<file path="config.mk">
export PLATFORM = sky130hd
export DESIGN_NAME = frame_sync_deframer
export DESIGN_NICKNAME = d
export VERILOG_FILES = /design/src/rtl/frame_sync_deframer.sv
export SDC_FILE = /design/constraint.sdc
export NUM_CORES = 1
export LEC_CHECK = 0
export ABC_AREA = 1
export BUFFER_PORTS_ARGS = -buffer_cell sky130_fd_sc_hd__buf_2
export CORE_UTILIZATION = 60
export CTS_CLUSTER_DIAMETER = 200
export DETAILED_ROUTE_END_ITERATION = 8
export HOLD_SLACK_MARGIN = 0.12
export PLACE_DENSITY = 0.79
export SLEW_MARGIN = 20
export SYNTH_ARGS = -nofsm -noshare
export SYNTH_HDL_FRONTEND = slang
export SYNTH_SLANG_ARGS = --single-unit
export TNS_END_PERCENT = 100
</file>
<file path="constraint.sdc">
create_clock -name clk_bitsync -period 5.76 [get_ports clk_bitsync]
set_clock_uncertainty 0.15 [all_clocks]
set_input_delay 0.288 -clock clk_bitsync [delete_from_list [all_inputs] [get_ports clk_bitsync]]
set_output_delay 0.288 -clock clk_bitsync [all_outputs]
set_load 0.02 [all_outputs]
</file>
<file path="src/rtl/frame_sync_deframer.sv">
// -----------------------------------------------------------------------------
// frame_sync_deframer
//
// Receive-side deframer placed after the DQPSK demodulator. Hunts the serial
// bit stream for a periodic sync word (tolerating up to MAX_ERR bit errors and
// a 180-degree polarity inversion), verifies it over LOCK_CNT consecutive
// periods, then emits byte-aligned payload with frame markers. Lock is held
// across isolated sync misses (flywheel) until LOSS_CNT consecutive misses.
//
// Optional feature macro: FRAME_DESCRAMBLE_EN
//   defined   -> payload passes through an additive x^15+x^14+1 descrambler,
//                seeded with 15'h7FFF at every sync check and on entry to VERIFY
//   undefined -> payload only gets polarity correction, no LFSR is built
//
// Ports
//   clk_bitsync  in   recovered bit clock, rising edge
//   rstn         in   asynchronous active-low reset
//   bit_en       in   qualifies bit_in, one bit per high cycle
//   bit_in       in   demodulated serial bit
//   byte_out     out  payload byte, first received bit in bit 7
//   byte_valid   out  one-cycle strobe for byte_out
//   frame_start  out  high with byte_valid of payload byte 0
//   frame_end    out  high with byte_valid of the last payload byte
//   locked       out  high while in LOCK
//   inverted     out  polarity flag latched at acquisition
// -----------------------------------------------------------------------------
module frame_sync_deframer #(
  parameter logic [15:0] SYNC_WORD   = 16'hEB90,
  parameter int          SYNC_LEN    = 16,
  parameter int          FRAME_BYTES = 32,
  parameter int          MAX_ERR     = 1,
  parameter int          LOCK_CNT    = 2,
  parameter int          LOSS_CNT    = 3
) (
  input  logic       clk_bitsync,
  input  logic       rstn,
  input  logic       bit_en,
  input  logic       bit_in,
  output logic [7:0] byte_out,
  output logic       byte_valid,
  output logic       frame_start,
  output logic       frame_end,
  output logic       locked,
  output logic       inverted
);

  localparam int P      = 8 * FRAME_BYTES;
  localparam int PERIOD = P + SYNC_LEN;
  localparam int POS_W  = $clog2(PERIOD);
  localparam int CNT_W  = $clog2((LOCK_CNT > LOSS_CNT ? LOCK_CNT : LOSS_CNT) + 1);

  localparam logic [SYNC_LEN-1:0] SYNC_PAT  = SYNC_WORD[SYNC_LEN-1:0];
  localparam logic [4:0]          ERR_LO    = 5'(MAX_ERR);
  localparam logic [4:0]          ERR_HI    = 5'(SYNC_LEN - MAX_ERR);
  localparam logic [POS_W-1:0]    POS_LAST  = POS_W'(PERIOD - 1);
  localparam logic [POS_W-1:0]    POS_P     = POS_W'(P);
  localparam logic [POS_W-4:0]    LAST_BYTE = (POS_W-3)'(FRAME_BYTES - 1);
  localparam logic [CNT_W-1:0]    LOCK_N    = CNT_W'(LOCK_CNT);
  localparam logic [CNT_W-1:0]    LOSS_N    = CNT_W'(LOSS_CNT);

  typedef enum logic [1:0] {S_HUNT, S_VERIFY, S_LOCK} state_t;

  function automatic logic [4:0] f_hamming(input logic [SYNC_LEN-1:0] v);
    logic [4:0] cnt;
    cnt = '0;
    for (int i = 0; i < SYNC_LEN; i++) cnt = cnt + 5'(v[i]);
    return cnt;
  endfunction

  state_t              r_state, w_state_nxt;
  logic                r_inverted, w_inv_nxt;
  logic [POS_W-1:0]    r_pos, w_pos_nxt;
  logic [CNT_W-1:0]    r_match_cnt, w_match_cnt_nxt;
  logic [CNT_W-1:0]    r_miss_cnt, w_miss_cnt_nxt;
  logic [SYNC_LEN-1:0] r_sr;
  logic [SYNC_LEN-1:0] w_sr_nxt;
  logic [4:0]          w_dist;
  logic                w_match_pos, w_match_neg, w_match;
  logic                w_sync_chk, w_enter_verify;
  logic                w_payload_bit, w_pay_bit;
  logic [CNT_W-1:0]    w_match_inc, w_miss_inc;
  logic [6:0]          r_shift;

  // distance is taken over the shift register value that includes this bit
  assign w_sr_nxt    = {r_sr[SYNC_LEN-2:0], bit_in};
  assign w_dist      = f_hamming(w_sr_nxt ^ SYNC_PAT);
  assign w_match_pos = (w_dist <= ERR_LO);
  assign w_match_neg = (w_dist >= ERR_HI);
  assign w_match     = r_inverted ? w_match_neg : w_match_pos;
  assign w_sync_chk  = bit_en && (r_state != S_HUNT) && (r_pos == POS_LAST);
  assign w_match_inc = r_match_cnt + CNT_W'(1);
  assign w_miss_inc  = r_miss_cnt + CNT_W'(1);

  always_comb begin
    w_state_nxt     = r_state;
    w_inv_nxt       = r_inverted;
    w_pos_nxt       = r_pos;
    w_match_cnt_nxt = r_match_cnt;
    w_miss_cnt_nxt  = r_miss_cnt;
    w_enter_verify  = 1'b0;
    case (r_state)
      S_HUNT: begin
        if (bit_en && (w_match_pos || w_match_neg)) begin
          // normal polarity wins if both could ever hold
          w_inv_nxt       = !w_match_pos;
          w_state_nxt     = S_VERIFY;
          w_pos_nxt       = '0;
          w_match_cnt_nxt = CNT_W'(1);
          w_enter_verify  = 1'b1;
        end
      end
      S_VERIFY: begin
        if (bit_en) begin
          w_pos_nxt = w_sync_chk ? '0 : r_pos + POS_W'(1);
          if (w_sync_chk) begin
            if (!w_match) begin
              w_state_nxt = S_HUNT;
            end else if (w_match_inc == LOCK_N) begin
              w_state_nxt    = S_LOCK;
              w_miss_cnt_nxt = '0;
            end else begin
              w_match_cnt_nxt = w_match_inc;
            end
          end
        end
      end
      S_LOCK: begin
        if (bit_en) begin
          w_pos_nxt = w_sync_chk ? '0 : r_pos + POS_W'(1);
          if (w_sync_chk) begin
            if (w_match) begin
              w_miss_cnt_nxt = '0;
            end else if (w_miss_inc == LOSS_N) begin
              w_state_nxt = S_HUNT;
            end else begin
              w_miss_cnt_nxt = w_miss_inc;
            end
          end
        end
      end
      default: w_state_nxt = S_HUNT;
    endcase
  end

  always_ff @(posedge clk_bitsync or negedge rstn) begin
    if (!rstn) begin
      r_state     <= S_HUNT;
      r_inverted  <= 1'b0;
      r_pos       <= '0;
      r_match_cnt <= '0;
      r_miss_cnt  <= '0;
      r_sr        <= '0;
    end else begin
      r_state     <= w_state_nxt;
      r_inverted  <= w_inv_nxt;
      r_pos       <= w_pos_nxt;
      r_match_cnt <= w_match_cnt_nxt;
      r_miss_cnt  <= w_miss_cnt_nxt;
      if (bit_en) r_sr <= w_sr_nxt;
    end
  end

`ifdef FRAME_DESCRAMBLE_EN
  logic [14:0] r_lfsr;
  logic        w_scr;

  assign w_scr     = r_lfsr[14] ^ r_lfsr[13];
  assign w_pay_bit = bit_in ^ r_inverted ^ w_scr;

  // runs over payload positions in VERIFY too; harmless since every
  // sync check reseeds it before the next payload
  always_ff @(posedge clk_bitsync or negedge rstn) begin
    if (!rstn) begin
      r_lfsr <= 15'h7FFF;
    end else if (w_enter_verify || w_sync_chk) begin
      r_lfsr <= 15'h7FFF;
    end else if (bit_en && (r_state != S_HUNT) && (r_pos < POS_P)) begin
      r_lfsr <= {r_lfsr[13:0], w_scr};
    end
  end
`else
  assign w_pay_bit = bit_in ^ r_inverted;
`endif

  assign w_payload_bit = bit_en && (r_state == S_LOCK) && (r_pos < POS_P);

  // byte assembly: pos[2:0]==7 marks the last bit of a byte
  always_ff @(posedge clk_bitsync or negedge rstn) begin
    if (!rstn) begin
      r_shift     <= '0;
      byte_out    <= '0;
      byte_valid  <= 1'b0;
      frame_start <= 1'b0;
      frame_end   <= 1'b0;
    end else begin
      byte_valid  <= 1'b0;
      frame_start <= 1'b0;
      frame_end   <= 1'b0;
      if (w_payload_bit) begin
        r_shift <= {r_shift[5:0], w_pay_bit};
        if (r_pos[2:0] == 3'd7) begin
          byte_out    <= {r_shift, w_pay_bit};
          byte_valid  <= 1'b1;
          frame_start <= (r_pos[POS_W-1:3] == '0);
          frame_end   <= (r_pos[POS_W-1:3] == LAST_BYTE);
        end
      end
    end
  end

  assign locked   = (r_state == S_LOCK);
  assign inverted = r_inverted;

endmodule
</file>
==> results.txt, run 1 <==
Top_reg_cell synth: sky130_fd_sc_hd__dfrtp_1
Top area cells in the synthesized netlist: sky130_fd_sc_hd__dfrtp_1 44%, sky130_fd_sc_hd__nand2_1 10%, sky130_fd_sc_hd__fa_1 7.2%
Hold Fails Final Rpt: 0
Minimum hold slack: 235.7 ps
Number of antenna cells inserted: 0
Initial cell density of the core: 0.6329
Status: completed
Number of global-route vias before repair: 1,953
Flops & latches, synth: 49
DP HPWL: 3501 µm
Slowest cell on the critical path: sky130_fd_sc_hd__fa_1
Clock tree from TritonCTS: built
Setup TNS: 0 ps
Maximum number of pins on one net before global-route repair: 50
Drt first-iter violations: 130
Core area: 4414 µm²
Drt pass-1 iters: 5
Number of cells traversed by the worst register-to-register path: 19
Maxcap violations: 0
Max-slew violation count: 0
Via-per-instance ratio: 5.159
Cell area after synthesis: 2794 µm²
Most common library cells after synthesis: 77 x sky130_fd_sc_hd__nand2_1, 49 x sky130_fd_sc_hd__dfrtp_1, 49 x sky130_fd_sc_hd__inv_1
Sequential standard cell area: 1226 µm²
Setup slack on the worst flop-to-flop path: 1370 ps
Synth Area in Compound Gates: 0.08374
Cell-by-cell listing of the critical path: dlygate4sd3_1, buf_2, fa_1, inv_1, fa_1, fa_1, fa_1, inv_1, ha_1, fa_1, nand2_2, nand2_2, nand2_2, nand2_1, nor2_2, nand2_4, nand2_2, nand2_2, nand2_2, nand3_1, nand2_1, nand2_1
Clock buffers created by TritonCTS: 5
Worst flop-to-flop path endpoint: r_miss_cnt[0]$_DFFE_PN0P_
# setup viols final: 0
Post-Synth Adder-Cell Area: 0.1254
Maximum single-stage delay on the critical path: 550 ps
Final min period: 4626 ps
Synth Warn #: 0
Area share of xor/xnor cells in the synthesized design: 0.01567
Count of buffers added by post-CTS timing repair for setup: 0
GRT Total Usage: 0.2246
Detailed-route via count: 2,043
Std-Cell Rows: 24
Synthesized net count: 350
Min-delay src: bit_en
Clk Latency, worst-skew pair: 310 ps
Layout overhead on the synthesized area: 9.494%
Number of I/O port buffers: 16
Maximum number of buffers from clock root to sink: 2
Hold depth: 3
H-Tree Depth: 2
Crit end category: register
Crit share post-route: 0.8032
Simple-gate area share of the yosys netlist: 0.2485
Worst-margin pin slew: 602.5 ps
Cell mode on critical path: sky130_fd_sc_hd__nand2_2
Reg2reg start: r_sr[8]$_DFFE_PN0P_
GRT Residual Overflow: 0
Ratio of cells with drive above 1 in the final layout: 0.1628
EDFF count, synth: 0
Fraction of registers with async set/reset: 1.000
Cell variety after synth: 29
Number of instances in the synthesized netlist: 324
Worst min-delay path endpoint: r_sr[14]$_DFFE_PN0P_
Quantity of hold-fixing buffers added after cts: 2
Detailed Route WL: 4867 µm
Worst hold path class: in2reg
Critical Path AT: 4680 ps
Syn_area_per_cell: 8.623 µm²
Area occupied by multi-input gates: 1323 µm²
Portion of synthesized cell area occupied by the leading cell type: 0.4389
Fillcell total: 344
Post-detailed-route count of antenna-violating nets: 0
Global-route wire length before repair: 8638 µm
Initial antenna violation count: 0
Highest net fanout along the worst path: 5
Combinational family with the most area after synthesis: simple AND/OR/NAND/NOR gates
Average wire per cell in the routed design: 12.29 µm
Kind of launch point of the worst setup path: input port
Category of the critical setup timing path: in2reg
Full die area: 4934 µm²
IO Pins: 17
Required time of the critical path: 5820 ps
Number of cells upsized or downsized after cts: 0
Top achievable clock speed: 216.2 MHz
Final layout net count: 369
Clock sink count: 49
Leakage Power: 1.586 nW
RSZ-0062 raised after global routing: false
Most repeated cell in the gate-level netlist after synthesis: sky130_fd_sc_hd__nand2_1
Drt drc: 0
Chip Width: 70.24 µm
Power per unit of standard cell area: 532.8 nW/µm²
Worst vdd ir: 0.2880 mV
Placer Congestion: 0.8983
Clock-pin slew of the registers on the worst-case setup and hold paths: 90 ps
Post-synthesis cell type with the largest combined area: sky130_fd_sc_hd__dfrtp_1
Max_slew headroom: 0.5983
Mux contribution to synthesized area: 0
Sequential cell area fraction in the yosys report: 0.4389
Die height: 70.24 µm
CTS Root Cell: sky130_fd_sc_hd__clkbuf_8
[how the worst max path moves through the flow]
stage | from | endpoint | slack, ps | depth (start not counted)
after global routing | bit_in | r_miss_cnt[0]$_DFFE_PN0P_ | 960 | 22
after global placement | bit_in | r_state[0]$_DFFE_PN0P_ | 1440 | 21
after floorplan | r_sr[8]$_DFFE_PN0P_ | r_match_cnt[0]$_DFFE_PN0P_ | 1610 | 19
after CTS | bit_in | r_state[0]$_DFFE_PN0P_ | 1110 | 22
after detailed placement | bit_in | r_state[0]$_DFFE_PN0P_ | 1340 | 21
final | bit_in | r_miss_cnt[0]$_DFFE_PN0P_ | 1130 | 22
[per-stage QoR]
stage	setup WS, ps	cell area [µm²]	total power, W	std cells	utilization
final	1134	3059	0.001630	396	0.6930
after floorplan	1609	2794	0.001216	324	-
after detailed placement	1337	2899	0.001341	386	0.6567
after CTS	1111	3057	0.001641	396	0.6925
after global routing	961.2	3059	0.001782	396	0.6930
after global placement	1437	2899	0.001313	386	0.6567
[cell families (layout without fill, tap and decap cells)]
group / Yosys count / in the layout
xor gates and xnor gates: 5 / 5
DFF: 49 / 49
buffers and inverters: 60 / 80
and+or+nand+nor: 145 / 145
adders and majority gates: 22 / 22
AOI/OAI and AO/OA: 43 / 43
[cell type report]
cell class,instances,share of cell area
clock inverter,3,0.02249
timing repair buffer,18,0.03354
inverter,54,0.06708
clock buffer,5,0.02249
multi-input combinational,215,0.4323
tap,52,0.02127
sequential,49,0.4008
[metal layers]
metal	vias to the layer above	wire [µm]	track usage
met4	0	61	0.08000
met5	-	0	0
met1	952	2350	0.2839
met2	28	2316	0.3746
li1	1056	-	-
met3	7	139	0.05483
[flip-flops by register name, summed over array words and instances (netlist names), 2 cells and up]
| register | flops |
|---|---|
| r_pos | 9 |
| r_miss_cnt | 2 |
| r_shift | 7 |
| byte_out | 8 |
| r_match_cnt | 2 |
| r_sr | 15 |
| r_state | 2 |
[layout by cell type, fill, tap and decap left out]
cell type | netlist | routed
sky130_fd_sc_hd__nor3_1 | 5 | 5
sky130_fd_sc_hd__a21oi_1 | 7 | 7
sky130_fd_sc_hd__nand2_2 | 13 | 13
sky130_fd_sc_hd__nand3_1 | 19 | 19
sky130_fd_sc_hd__nor4_1 | 2 | 2
sky130_fd_sc_hd__o21ai_0 | 24 | 24
sky130_fd_sc_hd__o21ai_1 | 7 | 7
sky130_fd_sc_hd__buf_2 | 1 | 15
sky130_fd_sc_hd__o21ai_2 | 4 | 4
sky130_fd_sc_hd__clkinv_1 | 1 | 1
sky130_fd_sc_hd__inv_4 | 1 | 1
sky130_fd_sc_hd__xor2_1 | 5 | 5
sky130_fd_sc_hd__nand4_2 | 1 | 1
sky130_fd_sc_hd__clkbuf_8 | 0 | 5
sky130_fd_sc_hd__nand4_1 | 4 | 4
sky130_fd_sc_hd__inv_2 | 3 | 3
sky130_fd_sc_hd__nand2_1 | 77 | 77
sky130_fd_sc_hd__dlygate4sd3_1 | 0 | 2
sky130_fd_sc_hd__buf_4 | 0 | 1
sky130_fd_sc_hd__fa_1 | 10 | 10
sky130_fd_sc_hd__bufinv_16 | 0 | 2
sky130_fd_sc_hd__nand3_2 | 4 | 4
sky130_fd_sc_hd__a21oi_2 | 1 | 1
sky130_fd_sc_hd__ha_1 | 12 | 12
sky130_fd_sc_hd__inv_1 | 49 | 49
sky130_fd_sc_hd__inv_6 | 0 | 1
sky130_fd_sc_hd__nor3_4 | 1 | 1
sky130_fd_sc_hd__dfrtp_1 | 49 | 49
sky130_fd_sc_hd__nor2_2 | 1 | 1
sky130_fd_sc_hd__nand2_4 | 2 | 2
sky130_fd_sc_hd__nor2_1 | 15 | 15
sky130_fd_sc_hd__nor4_2 | 1 | 1
[worst max-delay path: cells and delay by family]
kind | cells | cell delay, ps
adder cells (fa/ha/maj) | 6 | 2580
buffers and inverters | 4 | 780
AND/OR/NAND/NOR | 12 | 1010
[report_power, final]
group          internal, W  switching, W  total [W]
sequential        0.000411     0.0000490   0.000460
combinational     0.000315      0.000563   0.000878
clock             0.000175      0.000118   0.000292
(Power assumes the default switching activity.)
==> run 2: changes to the inputs <==
--- a/config.mk
+++ b/config.mk
@@ -7,11 +7,11 @@
 export LEC_CHECK = 0
 export ABC_AREA = 1
 export BUFFER_PORTS_ARGS = -buffer_cell sky130_fd_sc_hd__buf_2
-export CORE_UTILIZATION = 60
+export CORE_UTILIZATION = 55
 export CTS_CLUSTER_DIAMETER = 200
 export DETAILED_ROUTE_END_ITERATION = 8
 export HOLD_SLACK_MARGIN = 0.12
-export PLACE_DENSITY = 0.79
+export PLACE_DENSITY = 0.76
 export SLEW_MARGIN = 20
 export SYNTH_ARGS = -nofsm -noshare
 export SYNTH_HDL_FRONTEND = slang
==> constraint.sdc (replaced) <==
create_clock -name clk_bitsync -period 3.9 [get_ports clk_bitsync]
set_clock_uncertainty 0.15 [all_clocks]
set_input_delay 0.195 -clock clk_bitsync [delete_from_list [all_inputs] [get_ports clk_bitsync]]
set_output_delay 0.195 -clock clk_bitsync [all_outputs]
set_load 0.02 [all_outputs]
==> run 2 against run 1 <==
The flow now finishes with violations (setup timing); sequential cell count did not move; total power rose by 79%; clock power rose by 48%; final area rose by 7.7%; largest cell class unchanged; highest routed layer unchanged.
==> results.txt, run 2 (synthesis gave the netlist of run 1 again) <==
Status: complete, but fails checks (was completed)
Violations in the final reports: setup timing
Clock sink count: 49 (unchanged)
Drt pass-1 iters: 5 (unchanged)
Detailed Route WL: 5486 µm (was 4867 µm)
Drt first-iter violations: 117 (was 130)
Final min period: 4280 ps
Biggest regs: r_sr: 15 flops, r_pos: 9 flops, byte_out: 8 flops (unchanged)
Number of global-route vias before repair: 2,116 (was 1,953)
Required time of the critical path: 3950 ps (was 5820 ps)
Critical Path AT: 4320 ps (was 4680 ps)
Die height: 73.28 µm (was 70.24 µm)
# setup viols final: 16 (was 0)
Number of antenna cells inserted: 0 (unchanged)
Top achievable clock speed: 233.7 MHz
Drt drc: 0 (unchanged)
Kind of launch point of the worst setup path: register (was input port)
Clock-pin slew of the registers on the worst-case setup and hold paths: 90 ps (about the same)
Sequential standard cell area: 1226 µm² (unchanged)
Crit end category: register (unchanged)
Number of flip-flops under the largest register name: 15 (unchanged)
Placer Congestion: 0.8864 (was 0.8983)
Initial antenna violation count: 0 (unchanged)
Via-per-instance ratio: 5.219 (was 5.159)
Detailed-route via count: 2,218 (was 2,043)
Maximum number of pins on one net before global-route repair: 50 (unchanged)
Maxcap violations: 0 (unchanged)
Max_slew headroom: 0.5890 (was 0.5983)
Setup slack after layout: -379.9 ps (was 1134 ps)
Final layout net count: 383 (was 369)
Slowest cell on the critical path: sky130_fd_sc_hd__fa_1 (unchanged)
Chip Width: 73.28 µm (was 70.24 µm)
GRT Residual Overflow: 0 (unchanged)
Hold Fails Final Rpt: 0 (unchanged)
RSZ-0062 raised after global routing: true (was false)
Worst hold path class: in2reg (unchanged)
Cell-by-cell listing of the critical path: fa_1, inv_2, fa_1, fa_1, fa_1, inv_2, ha_4, fa_2, nand2_1, nor2_1, nand3_2, nand3_2, nand2_2, nand2_4, nand3_2, nand2_1, nand2_1 (was dlygate4sd3_1, buf_2, fa_1, inv_1, fa_1, fa_1, fa_1, inv_1, ha_1, fa_1, nand2_2, nand2_2, nand2_2, nand2_1, nor2_2, nand2_4, nand2_2, nand2_2, nand2_2, nand3_1, nand2_1, nand2_1)
Ratio of cells with drive above 1 in the final layout: 0.2430 (was 0.1628)
Post-route non-filler standard cell count: 425 (was 396)
Post-detailed-route count of antenna-violating nets: 0 (unchanged)
Std-Cell Rows: 25 (was 24)
Layout overhead on the synthesized area: 17.96% (was 9.494%)
Crit share post-route: 1.097
Largest register by flop count: r_sr (unchanged)
Leakage Power: 1.691 nW (was 1.586 nW)
Initial cell density of the core: 0.5800 (was 0.6329)
Setup slack on the worst flop-to-flop path: -380 ps (was 1370 ps)
Power per unit of standard cell area: 883.1 nW/µm² (was 532.8 nW/µm²)
Highest net fanout along the worst path: 6 (was 5)
Cell mode on critical path: sky130_fd_sc_hd__fa_1 (was sky130_fd_sc_hd__nand2_2)
Area occupied by multi-input gates: 1435 µm² (was 1323 µm²)
GRT Total Usage: 0.2298 (was 0.2246)
Clk Latency, worst-skew pair: 310 ps (about the same)
Maximum number of buffers from clock root to sink: 2 (unchanged)
DP HPWL: 3870 µm (was 3501 µm)
Final Util: 0.6842 (was 0.6930)
Setup TNS: -5046 ps (was 0 ps)
Fillcell total: 391 (was 344)
Global-route wire length before repair: 9308 µm (was 8638 µm)
Max-slew violation count: 0 (unchanged)
Worst-margin pin slew: 610.9 ps (was 602.5 ps)
Full die area: 5369 µm² (was 4934 µm²)
Clock buffers created by TritonCTS: 5 (unchanged)
Clock tree from TritonCTS: built (unchanged)
Worst vdd ir: 0.4029 mV (was 0.2880 mV)
Average wire per cell in the routed design: 12.91 µm (was 12.29 µm)
Placed cell count: 410 (was 386)
Maximum single-stage delay on the critical path: 530 ps (was 550 ps)
Highest-count cells in the layout ignoring fill and taps: 71 x sky130_fd_sc_hd__nand2_1, 49 x sky130_fd_sc_hd__dfrtp_1, 47 x sky130_fd_sc_hd__inv_1 (was 77 x sky130_fd_sc_hd__nand2_1, 49 x sky130_fd_sc_hd__inv_1, 49 x sky130_fd_sc_hd__dfrtp_1)
Number of I/O port buffers: 16 (unchanged)
Category of the critical setup timing path: reg2reg (was in2reg)
Leading cell type in the layout, fill and taps excluded: sky130_fd_sc_hd__nand2_1 (unchanged)
Worst slack after detailed placement: -401.4 ps (was 1337 ps)
Core area: 4817 µm² (was 4414 µm²)
CTS Root Cell: sky130_fd_sc_hd__clkbuf_8 (unchanged)
H-Tree Depth: 2 (unchanged)
IO Pins: 17 (unchanged)
## run 2: cell count changes in the layout (fill, tap and decap cells not counted), moves of 5 or more
cell                      before  now
sky130_fd_sc_hd__nand2_1      77   71
sky130_fd_sc_hd__nand2_4       2    7
sky130_fd_sc_hd__buf_4         1   14
sky130_fd_sc_hd__nand3_1      19   13
## run 2: final timing paths
kind                                              from                 endpoint  depth (start not counted)
worst min register to register  r_shift[6]$_DFFE_PN0P_  byte_out[7]$_DFFE_PN0P_                          2
worst min-delay path                            bit_en     r_sr[14]$_DFFE_PN0P_                          3
min in group asynchronous                         rstn  byte_out[7]$_DFFE_PN0P_                          2
max in group asynchronous                         rstn   r_state[0]$_DFFE_PN0P_                          2
worst max register to register     r_sr[0]$_DFFE_PN0P_   r_state[0]$_DFFE_PN0P_                         17
worst max-delay path               r_sr[0]$_DFFE_PN0P_   r_state[0]$_DFFE_PN0P_                         17
## run 2: where the power goes
part / leakage, nW / internal [W] / switching, W
Combinational: 0.981 / 0.000727 / 0.00107
Clock: 0.0681 / 0.000255 / 0.000177
Sequential: 0.642 / 0.000607 / 0.0000718
Total: 1.69 / 0.00159 / 0.00132
## run 2: metal layers
| layer | track usage | vias to the layer above | part of all wire |
|---|---|---|---|
| met3 | 0.04938 | 10 | 0.028 |
| met4 | 0.09804 | 0 | 0.020 |
| met2 | 0.3879 | 41 | 0.51 |
| met1 | 0.2848 | 1075 | 0.44 |
| met5 | 0 | - | 0 |
| li1 | - | 1092 | - |
## run 2: timing repair
action / 4_1_cts / 5_1_grt
setup buffers: 3 / 1
pin swaps: 4 / 7
hold endpoints to repair: 50 / 0
gates resized for setup: 5 / 12
cloned: 1 / 0
hold buffers: 2 / 0
setup endpoints to repair: 16 / 16
## run 2: worst max-delay path, delay by kind of cell, from the launching register on
family	cells	cell delay (ps)
buf+inv	2	90
simple gates	9	850
flops	1	400
fa+ha+maj	6	2660
## run 2: cell type report
type,instances,area share
Inverter,54,0.06378
Sequential cell,49,0.3721
Clock inverter,3,0.01974
Timing Repair inverter,1,0.001898
Clock buffer,5,0.02088
Tap cell,67,0.02544
Timing Repair Buffer,31,0.06074
Multi-Input combinational cell,215,0.4355
## run 2: through the flow
stage / hold WS [ps] / area (µm²) / power (W)
6_report: 146.9 / 3296 / 0.002910
5_1_grt: 184.7 / 3296 / 0.003172
4_1_cts: 134.4 / 3243 / 0.002830
2_1_floorplan: -250.6 / 2851 / 0.001898
3_5_place_dp: 302.6 / 3043 / 0.002227
3_3_place_gp: 298.6 / 3043 / 0.002154
==> run 3: changes to the inputs <==
--- a/config.mk
+++ b/config.mk
@@ -7,11 +7,13 @@
 export LEC_CHECK = 0
 export ABC_AREA = 1
 export BUFFER_PORTS_ARGS = -buffer_cell sky130_fd_sc_hd__buf_2
-export CORE_UTILIZATION = 55
+export CELL_PAD_IN_SITES_DETAIL_PLACEMENT = 1
+export CELL_PAD_IN_SITES_GLOBAL_PLACEMENT = 2
+export CORE_UTILIZATION = 34
 export CTS_CLUSTER_DIAMETER = 200
 export DETAILED_ROUTE_END_ITERATION = 8
 export HOLD_SLACK_MARGIN = 0.12
-export PLACE_DENSITY = 0.76
+export PLACE_DENSITY_LB_ADDON = 0.1
 export SLEW_MARGIN = 20
 export SYNTH_ARGS = -nofsm -noshare
 export SYNTH_HDL_FRONTEND = slang
==> run 3 against run 2 <==
The flow still finishes with violations (setup timing); routed wire length grew 11%; die area grew 60%; clock power shrank 28%; worst hold slack gained 8.1 ps; global-route usage shrank 6.7 points; final area grew 0.91%; fmax grew 1.3%; sequential cell count is the same; non-clock buffer count shrank 4; critical path depth shrank 1.
==> results.txt, run 3 (synthesis gave the netlist of run 1 again) <==
Status: complete, but fails checks (unchanged)
Violations in the final reports: setup timing (unchanged)
Drt pass-1 iters: 4 (was 5)
Crit share post-route: 1.084 (was 1.097)
Number of I/O port buffers: 16 (unchanged)
Detailed-route via count: 2,093 (was 2,218)
Maximum number of buffers from clock root to sink: 2 (unchanged)
Comb pwr share: 0.662 (was 0.618)
Drt drc: 0 (unchanged)
Placed cell count: 445 (was 410)
IO Pins: 17 (unchanged)
Post-detailed-route count of antenna-violating nets: 0 (unchanged)
Kind of launch point of the worst setup path: register (unchanged)
Core area: 7848 µm² (was 4817 µm²)
Worst vdd ir: 0.4148 mV (was 0.4029 mV)
Minimum hold slack: 155.0 ps (was 146.9 ps)
Initial antenna violation count: 0 (unchanged)
Number of flip-flops under the largest register name: 15 (unchanged)
Clk Latency, worst-skew pair: 310 ps (about the same)
Die height: 92.65 µm (was 73.28 µm)
Reg2reg start: r_sr[0]$_DFFE_PN0P_ (unchanged)
Clock sink count: 49 (unchanged)
Initial cell density of the core: 0.3560 (was 0.5800)
Worst hold path class: in2reg (unchanged)
Power per unit of standard cell area: 887.1 nW/µm² (was 883.1 nW/µm²)
Required time of the critical path: 3950 ps (about the same)
Largest register by flop count: r_sr (unchanged)
Ratio of cells with drive above 1 in the final layout: 0.2380 (was 0.2430)
Category of the critical setup timing path: reg2reg (unchanged)
Post-route non-filler standard cell count: 455 (was 425)
Average wire per cell in the routed design: 13.35 µm (was 12.91 µm)
Min-delay src: bit_en (unchanged)
Global-route wire length before repair: 10,940 µm (was 9308 µm)
Max-slew violation count: 0 (unchanged)
Worst-margin pin slew: 648.8 ps (was 610.9 ps)
Cell internal pwr: 0.001499 W (was 0.001588 W)
Critical Path AT: 4270 ps (was 4320 ps)
Maximum number of pins on one net before global-route repair: 50 (unchanged)
Final Util: 0.4238 (was 0.6842)
Highest-count cells in the layout ignoring fill and taps: 70 x sky130_fd_sc_hd__nand2_1, 49 x sky130_fd_sc_hd__dfrtp_1, 48 x sky130_fd_sc_hd__inv_1 (was 71 x sky130_fd_sc_hd__nand2_1, 49 x sky130_fd_sc_hd__dfrtp_1, 47 x sky130_fd_sc_hd__inv_1)
Worst min-delay path endpoint: r_sr[14]$_DFFE_PN0P_ (unchanged)
H-Tree Depth: 2 (unchanged)
Net switching share of the total power: 0.4919 (was 0.4542)
Relative contribution of the clock network to total power: 0.106 (was 0.149)
DP HPWL: 4475 µm (was 3870 µm)
Leakage Power: 1.659 nW (was 1.691 nW)
Leading cell type in the layout, fill and taps excluded: sky130_fd_sc_hd__nand2_1 (unchanged)
Via-per-instance ratio: 4.600 (was 5.219)
Top achievable clock speed: 236.6 MHz (was 233.7 MHz)
Placer Congestion: 0.7801 (was 0.8864)
Post-DP Area: 3087 µm² (was 3043 µm²)
GRT Total Usage: 0.1627 (was 0.2298)
Crit end category: register (unchanged)
Clock tree from TritonCTS: built (unchanged)
Setup slack on the worst flop-to-flop path: -330 ps (was -380 ps)
RSZ-0062 raised after global routing: true (unchanged)
Detailed Route WL: 6075 µm (was 5486 µm)
Max_slew headroom: 0.5674 (was 0.5890)
Drt first-iter violations: 90 (was 117)
Clock-pin slew of the registers on the worst-case setup and hold paths: 100 ps (was 90 ps)
Highest net fanout along the worst path: 3 (was 6)
# setup viols final: 16 (unchanged)
Maxcap violations: 0 (unchanged)
GRT Residual Overflow: 0 (unchanged)
Hold depth: 3 (unchanged)
Chip Width: 92.65 µm (was 73.28 µm)
Number of global-route vias before repair: 2,245 (was 2,116)
Layout overhead on the synthesized area: 19.03% (was 17.96%)
Share of total power in sequential cells: 0.232 (was 0.233)
Std-Cell Rows: 32 (was 25)
Setup slack after layout: -325.8 ps (was -379.9 ps)
Worst flop-to-flop path endpoint: r_pos[6]$_DFFE_PN0P_ (was r_state[0]$_DFFE_PN0P_)
Reported net switching power: 0.001451 W (was 0.001322 W)
CTS Root Cell: sky130_fd_sc_hd__clkbuf_8 (unchanged)
Full die area: 8584 µm² (was 5369 µm²)
Final std cell area, no fill: 3326 µm² (was 3296 µm²)
Final min period: 4226 ps (was 4280 ps)
Worst slack after detailed placement: -362.3 ps (was -401.4 ps)
Hold Fails Final Rpt: 0 (unchanged)
Clock buffers created by TritonCTS: 5 (unchanged)
Number of cells traversed by the worst register-to-register path: 16 (was 17)
Biggest regs: r_sr: 15 flops, r_pos: 9 flops, byte_out: 8 flops (unchanged)
Final layout net count: 378 (was 383)
Number of antenna cells inserted: 0 (unchanged)
-- run 3: final cells by class --
cell class,count,area (µm²)
Clock buffer,5,68.82
Clock inverter,3,21.27
Fill cell,941,4522
Inverter,54,215.2
Multi-Input combinational cell,215,1491
Sequential cell,49,1226
Tap cell,102,127.6
Timing Repair Buffer,27,175.2
-- run 3: how the worst max path moves through the flow --
stage / start / end / cells after the start / slack [ps]
after floorplan: r_sr[0]$_DFFE_PN0P_ / r_pos[5]$_DFFE_PN0P_ / 20 / -160
after global placement: r_sr[0]$_DFFE_PN0P_ / r_miss_cnt[1]$_DFFE_PN0P_ / 17 / -360
after detailed placement: r_sr[0]$_DFFE_PN0P_ / r_pos[6]$_DFFE_PN0P_ / 16 / -360
after CTS: r_sr[0]$_DFFE_PN0P_ / r_pos[1]$_DFFE_PN0P_ / 16 / -370
after global routing: r_sr[0]$_DFFE_PN0P_ / r_miss_cnt[1]$_DFFE_PN0P_ / 20 / -530
final: r_sr[0]$_DFFE_PN0P_ / r_pos[6]$_DFFE_PN0P_ / 16 / -330
-- run 3: stage by stage --
stage | TNS [ps] | total power, W
final | -4385 | 0.002950
after global routing | -7426 | 0.003250
after CTS | -5174 | 0.002623
after detailed placement | -5042 | 0.002248
after global placement | -4917 | 0.002227
after floorplan | -1893 | 0.001898
-- run 3: worst max-delay path: stages, from the launching register on --
cell and delay [ps]:
sky130_fd_sc_hd__dfrtp_1 410, sky130_fd_sc_hd__fa_1 510, sky130_fd_sc_hd__inv_1 50, sky130_fd_sc_hd__fa_1 460, sky130_fd_sc_hd__fa_1 480, sky130_fd_sc_hd__fa_1 510, sky130_fd_sc_hd__inv_2 50, sky130_fd_sc_hd__ha_4 150
sky130_fd_sc_hd__fa_2 560, sky130_fd_sc_hd__nand2_2 70, sky130_fd_sc_hd__nor2_4 100, sky130_fd_sc_hd__nand3_4 120, sky130_fd_sc_hd__nand4_4 120, sky130_fd_sc_hd__nand2_4 90, sky130_fd_sc_hd__buf_4 160, sky130_fd_sc_hd__nor2_1 80
sky130_fd_sc_hd__a21oi_1 40
-- run 3: what timing repair did --
item | 4_1_cts | 5_1_grt
endpoints found under the setup margin | 16 | 16
gates resized for setup | 3 | 27
hold endpoints to repair | 50 | 0
pin swaps | 2 | 5
cloned | 0 | 0
hold buffers | 2 | 0
buffers inserted | 0 | 1
-- run 3: power by group through the flow --
stage | registers (W) | clock network, W | logic [W]
2_1_floorplan | 0.000672 | 0 | 0.00123
3_3_place_gp | 0.000690 | 0 | 0.00154
3_5_place_dp | 0.000692 | 0 | 0.00156
4_1_cts | 0.000683 | 0.000339 | 0.00160
5_1_grt | 0.000700 | 0.000349 | 0.00220
6_report | 0.000684 | 0.000312 | 0.00195
-- run 3: metal layers --
layer	part of all wire	GRT usage	up-vias
met2	0.46	0.2593	17
met1	0.51	0.2261	998
met5	0	0	-
met4	0.013	0.04615	0
li1	-	-	1073
met3	0.023	0.03038	5
